<file path="config.mk">
export PLATFORM = sky130hd
export DESIGN_NAME = alu_nibble_seq
export DESIGN_NICKNAME = d
export VERILOG_FILES = /design/src/rtl/alu_nibble_seq.sv
export SDC_FILE = /design/constraint.sdc
export NUM_CORES = 1
export LEC_CHECK = 0
export CAP_MARGIN = 25
export CORE_MARGIN = 1
export CORE_UTILIZATION = 50
export DETAILED_ROUTE_END_ITERATION = 12
export GPL_TIMING_DRIVEN = 0
export PLACE_DENSITY_LB_ADDON = 0.12
export SYNTH_ARGS = -nofsm -noshare
export SYNTH_HDL_FRONTEND = slang
export SYNTH_SLANG_ARGS = --single-unit
export TNS_END_PERCENT = 100
</file>
<file path="constraint.sdc">
create_clock -name clk -period 2.89 [get_ports clk]
set_input_delay 0.578 -clock clk [delete_from_list [all_inputs] [get_ports clk]]
set_output_delay 0.578 -clock clk [all_outputs]
set_load 0.03 [all_outputs]
</file>
<file path="src/rtl/alu_nibble_seq.sv">
// alu_nibble_seq
// Runs a W-bit (W = 4*NIBBLES) operation through an external 4-bit ALU, one
// nibble per clock, LSB nibble first, rippling the ALU carry between passes.
//
// Ports:
//   clk, reset          rising-edge clock, asynchronous active-high reset
//   start               operation request, sampled only when not busy
//   in_a, in_b          W-bit operands
//   in_cin              carry into nibble 0
//   in_op, in_l         ALU operation code / logic-arith select (passed through)
//   alu_a, alu_b        current operand nibbles to the ALU
//   alu_cin             carry in to the ALU
//   alu_op, alu_l       latched operation controls to the ALU
//   alu_r               ALU nibble result (combinational from alu_*)
//   alu_z, alu_c, alu_s ALU nibble flags
//   busy                high while nibbles are being processed
//   done                one-cycle pulse when result and flags are valid
//   result              assembled W-bit result
//   z, c, s             whole-word zero, carry and sign flags
module alu_nibble_seq #(
  parameter int NIBBLES = 4
) (
  input  logic                   clk,
  input  logic                   reset,
  input  logic                   start,
  input  logic [4*NIBBLES-1:0]   in_a,
  input  logic [4*NIBBLES-1:0]   in_b,
  input  logic                   in_cin,
  input  logic [1:0]             in_op,
  input  logic                   in_l,
  output logic [3:0]             alu_a,
  output logic [3:0]             alu_b,
  output logic                   alu_cin,
  output logic [1:0]             alu_op,
  output logic                   alu_l,
  input  logic [3:0]             alu_r,
  input  logic                   alu_z,
  input  logic                   alu_c,
  input  logic                   alu_s,
  output logic                   busy,
  output logic                   done,
  output logic [4*NIBBLES-1:0]   result,
  output logic                   z,
  output logic                   c,
  output logic                   s
);

  localparam int W  = 4 * NIBBLES;
  localparam int CW = $clog2(NIBBLES);

  typedef enum logic [1:0] {
    IDLE = 2'd0,
    RUN  = 2'd1,
    DONE = 2'd2
  } state_t;

  state_t          state_r;
  logic [CW-1:0]   cnt_r;
  logic [W-1:0]    a_r;
  logic [W-1:0]    b_r;
  logic            cin_r;
  logic [1:0]      op_r;
  logic            l_r;
  logic            carry_r;
  logic            zacc_r;
  logic [W-1:0]    result_r;
  logic            z_r;
  logic            c_r;
  logic            s_r;
  logic            busy_r;
  logic            done_r;

  logic [3:0]      nib_a_s;
  logic [3:0]      nib_b_s;
  logic [W-1:0]    result_next_s;
  logic            zacc_next_s;
  logic            first_s;
  logic            last_s;

  assign first_s = (cnt_r == {CW{1'b0}});
  assign last_s  = (cnt_r == CW'(NIBBLES - 1));

  // Select the current operand nibbles and splice alu_r into the result word.
  always_comb begin
    nib_a_s       = 4'h0;
    nib_b_s       = 4'h0;
    result_next_s = result_r;
    for (int i = 0; i < NIBBLES; i++) begin
      if (cnt_r == CW'(i)) begin
        nib_a_s                  = a_r[4*i +: 4];
        nib_b_s                  = b_r[4*i +: 4];
        result_next_s[4*i +: 4]  = alu_r;
      end else begin
        result_next_s[4*i +: 4]  = result_r[4*i +: 4];
      end
    end
  end

  // Zero flag accumulates across nibbles; nibble 0 restarts it.
  always_comb begin
    if (first_s) begin
      zacc_next_s = alu_z;
    end else begin
      zacc_next_s = zacc_r & alu_z;
    end
  end

  // ALU operand drive: only live in RUN so a reset or idle sequencer shows zeros.
  always_comb begin
    if (state_r == RUN) begin
      alu_a   = nib_a_s;
      alu_b   = nib_b_s;
      alu_cin = first_s ? cin_r : carry_r;
    end else begin
      alu_a   = 4'h0;
      alu_b   = 4'h0;
      alu_cin = 1'b0;
    end
  end

  assign alu_op = op_r;
  assign alu_l  = l_r;
  assign busy   = busy_r;
  assign done   = done_r;
  assign result = result_r;
  assign z      = z_r;
  assign c      = c_r;
  assign s      = s_r;

  // Sequencer state, operand latch, nibble capture and flag registers.
  always_ff @(posedge clk or posedge reset) begin
    if (reset) begin
      state_r  <= IDLE;
      cnt_r    <= {CW{1'b0}};
      a_r      <= {W{1'b0}};
      b_r      <= {W{1'b0}};
      cin_r    <= 1'b0;
      op_r     <= 2'b00;
      l_r      <= 1'b0;
      carry_r  <= 1'b0;
      zacc_r   <= 1'b0;
      result_r <= {W{1'b0}};
      z_r      <= 1'b0;
      c_r      <= 1'b0;
      s_r      <= 1'b0;
      busy_r   <= 1'b0;
      done_r   <= 1'b0;
    end else begin
      case (state_r)
        IDLE, DONE: begin
          done_r <= 1'b0;
          if (start) begin
            a_r     <= in_a;
            b_r     <= in_b;
            cin_r   <= in_cin;
            op_r    <= in_op;
            l_r     <= in_l;
            cnt_r   <= {CW{1'b0}};
            busy_r  <= 1'b1;
            state_r <= RUN;
          end else begin
            busy_r  <= 1'b0;
            state_r <= IDLE;
          end
        end
        RUN: begin
          // start is deliberately ignored here so latched operands stay stable.
          result_r <= result_next_s;
          carry_r  <= alu_c;
          zacc_r   <= zacc_next_s;
          if (last_s) begin
            z_r     <= zacc_next_s;
            c_r     <= alu_c;
            s_r     <= alu_s;
            cnt_r   <= {CW{1'b0}};
            busy_r  <= 1'b0;
            done_r  <= 1'b1;
            state_r <= DONE;
          end else begin
            cnt_r   <= cnt_r + CW'(1);
            busy_r  <= 1'b1;
            done_r  <= 1'b0;
            state_r <= RUN;
          end
        end
        default: begin
          cnt_r   <= {CW{1'b0}};
          busy_r  <= 1'b0;
          done_r  <= 1'b0;
          state_r <= IDLE;
        end
      endcase
    end
  end

endmodule

</file>
==> results.md <==
- Status: complete, no violations
- Clock Tree Buf Depth: 2
- Flops & latches, synth: 61
- Initial core utilization: 53.2%
- DRC violations left: 0
- Count leader, synth: dfrtp_1
- Crit path launch type: flip-flop
- Port Buffers: 78
- Global route overflow: 0
- Overall die area: 5910 um2
- CTS Sinks: just over 60
- Reg area: approximately 1500 um2
- Nets: 332
- Post-synthesis sequential area ratio: 54.4%
- Reg clk slew, reported paths: about 0.070 ns
- First-pass GRT wire length: between 9000 and 10000 um
- Die Y: 76.9 um
- Reg power frac: between 30% and 40%
- Footprint of the multi-input gates: 1190 um2
- Kind of critical path: reg2out
- Final TNS setup: 0 ns
- Via count: ~1900
- Largest net degree at the start of global routing: 32
- Pwr per Cell Area: 1250 nW/um2
- Placeable Area: about 5300 um2
- Critical path arrival: ~2.2 ns
- CTS tree: done
- Share of the clock period used by the worst path: 96.0%
- Worst min path class: reg2reg
- Synthesized area: between 2000 and 3000 um2
- Net switching power: 1.88 mW
- Required @ worst endpoint: approximately 2.3 ns
- Internal power: slightly below 3 mW
- Top post-synthesis cells by area: dfrtp_1, mux2_4, mux2_2
- Pre-CTS WS: -0.129 ns
- Static leakage: between 1.5 and 2 nW
- Peak VDD IR: 0.817 mV
- Net Sw Frac: about two fifths
- CTS Buf Count: 9
- Share of layout cells above drive strength 1: 34.5%
- Share of the synthesized area in the top cell type: 54.4%
- Post-DRT Antenna Nets: 0
- Fin crit period: ~2.8 ns
- Antenna cells: 0
- Avg Cell Area, Syn: about 15 um2
- Post-synth top cells: dfrtp_1, mux2_4, mux2_2, nor2b_1, nand2_1
- Final wirelength: slightly above 6000 um
- Final hold violations: 0
- Logic pwr share: roughly 52%
- Cells after Synth: ~190
- # Max-Cap Violations: 0
- Clk_skew: between 0.009 and 0.01 ns
- Final Util: 73.6%
- Crit path max fanout: 7
- HPWL Detailed: around 4300 um
- DR vias/cell: around 5.3
- H-tree depth: 3
- Gr usage total: 22.5%
- Root Buffer: clkbuf_8
- RSZ-0062 raised after global routing: false
- Predominant post-synthesis flop cell: dfrtp_1
- # fillers: roughly 390
- Worst slew pin tran: 0.674 ns
- Netlist cell types: 26
- Setup violators final: 0
- Setup WS post-layout: 0.115 ns
- Clk pwr share: roughly 16%
- Post-synth EDFFs: 0
- Worst hold slack: slightly below 0.5 ns
- GPL Wtd Cong: between 0.6 and 0.7
- # Post-CTS Setup Buffers: 0
- Final slew viol count: 0
- Vias in the first global route: 1973
- Fmax: around 0.36 GHz
- 1st-iter DRT viols: 33
- Area grow syn2layout: 38.2%
- Pre-antenna DRT Iters: 4
- Site Rows: 26
- Setup crit end kind: primary output
- # IOs: between 70 and 80
- Post-synth ARST share: 100%
- Insertion delay to the later sink of the worst-skew pair: approximately 0.34 ns
- Slew HR: between 50% and 60%
- Initial antenna violation count: 0
- DR WL/cell: roughly 17 um
- Warnings, synthesis: 0
- Die Wd: ~77 um
- Synthesized Nets: ~240
- Synth area leader: dfrtp_1
==> stage by stage <==
stage | power, mW | instance area [um2] | cells
after floorplan | 3.25 | 2810 | 192
after global placement | 4.09 | 3670 | 340
after detailed placement | 4.15 | 3690 | 341
after CTS | 4.92 | 3920 | 357
after global routing | 5.08 | 3880 | 357
final | 4.83 | 3880 | 357
==> layer usage <==
layer | track usage, % | vias up | share of wire [%]
met2 | 35.2 | 65 | 47
met1 | 28.5 | 937 | 46
met5 | 0 | - | 0
li1 | - | 881 | -
met3 | 8.57 | 9 | 6.3
met4 | 7.88 | 0 | 1.5
==> power groups by stage <==
stage | Clock, mW | Sequential (mW) | Combinational, mW
final | 0.781 | 1.55 | 2.50
after CTS | 0.798 | 1.55 | 2.57
after floorplan | 0 | 1.83 | 1.42
after global placement | 0 | 1.54 | 2.55
after global routing | 0.830 | 1.61 | 2.64
after detailed placement | 0 | 1.56 | 2.59
==> kinds of logic after synthesis <==
| logic type | Yosys count | share of synthesized area (%) |
|---|---|---|
| flip-flops | 61 | 54.4 |
| multiplexers | 55 | 25.9 |
| AND/OR/NAND/NOR | 34 | 6.38 |
| AO/OA/AOI/OAI | 23 | 8.30 |
| buffers and inverters | 15 | 3.21 |
| adder cells (fa/ha/maj) | 4 | 1.78 |
==> cells in the final DEF (no fill, tap or decap), types with 2 or more instances in the layout <==
cell type	n
a21oi_1	2
a221oi_1	7
buf_2	8
buf_4	2
buf_6	3
clkbuf_2	5
clkbuf_8	11
clkdlybuf4s50_1	70
clkinvlp_4	2
dfrtp_1	61
ha_1	2
ha_2	2
inv_1	3
mux2_2	25
mux2_4	29
nand2_1	8
nand3_1	7
nand3b_1	2
nor2_1	3
nor2b_1	10
o21ai_0	3
o31ai_1	2
o41ai_2	7
==> critical path: stages, from the launching register on <==
cell and delay (ns):
dfrtp_1 0.42, inv_1 0.14, ha_2 0.26, nor2b_1 0.14, buf_2 0.21, a221oi_1 0.13, o41ai_2 0.31, buf_2 0.25
==> cell type report <==
type                       count  share of cell area [%]
timing repair buffer          79                    19.7
tap                           70                    2.26
multi-input combinational    116                    30.8
inverter                       4                   0.387
buffer                        11                    2.03
sequential                    61                    39.4
clock inverter                 5                    1.52
clock buffer                  11                    3.91
==> registers in the layout, summed over array words and instances, names as in the netlist <==
name,cells
carry_r,1
c,1
alu_op,2
state_r,1
z,1
cnt_r,2
s,1
result,16
zacc_r,1
cin_r,1
done,1
a_r,16
b_r,16
alu_l,1
==> final timing paths <==
kind,depth (start not counted),from,slack (ns),end
setup reg to reg,4,cnt_r[0]$_DFFE_PP0P_,1.22,s$_DFFE_PP0P_
setup / recovery,7,cnt_r[0]$_DFFE_PP0P_,0.11,alu_b[3]
hold / removal,2,z$_DFFE_PP0P_,0.48,z$_DFFE_PP0P_
hold reg to reg,2,z$_DFFE_PP0P_,0.48,z$_DFFE_PP0P_
min in group asynchronous,2,reset,0.66,a_r[10]$_DFFE_PP0P_
max in group asynchronous,3,reset,1.64,cin_r$_DFFE_PP0P_
==> repair_timing <==
item                                    4_1_cts  5_1_grt
resized for setup                            30       14
hold buffers                                  0        0
endpoints found under the setup margin        8        7
(Power assumes the default switching activity.)
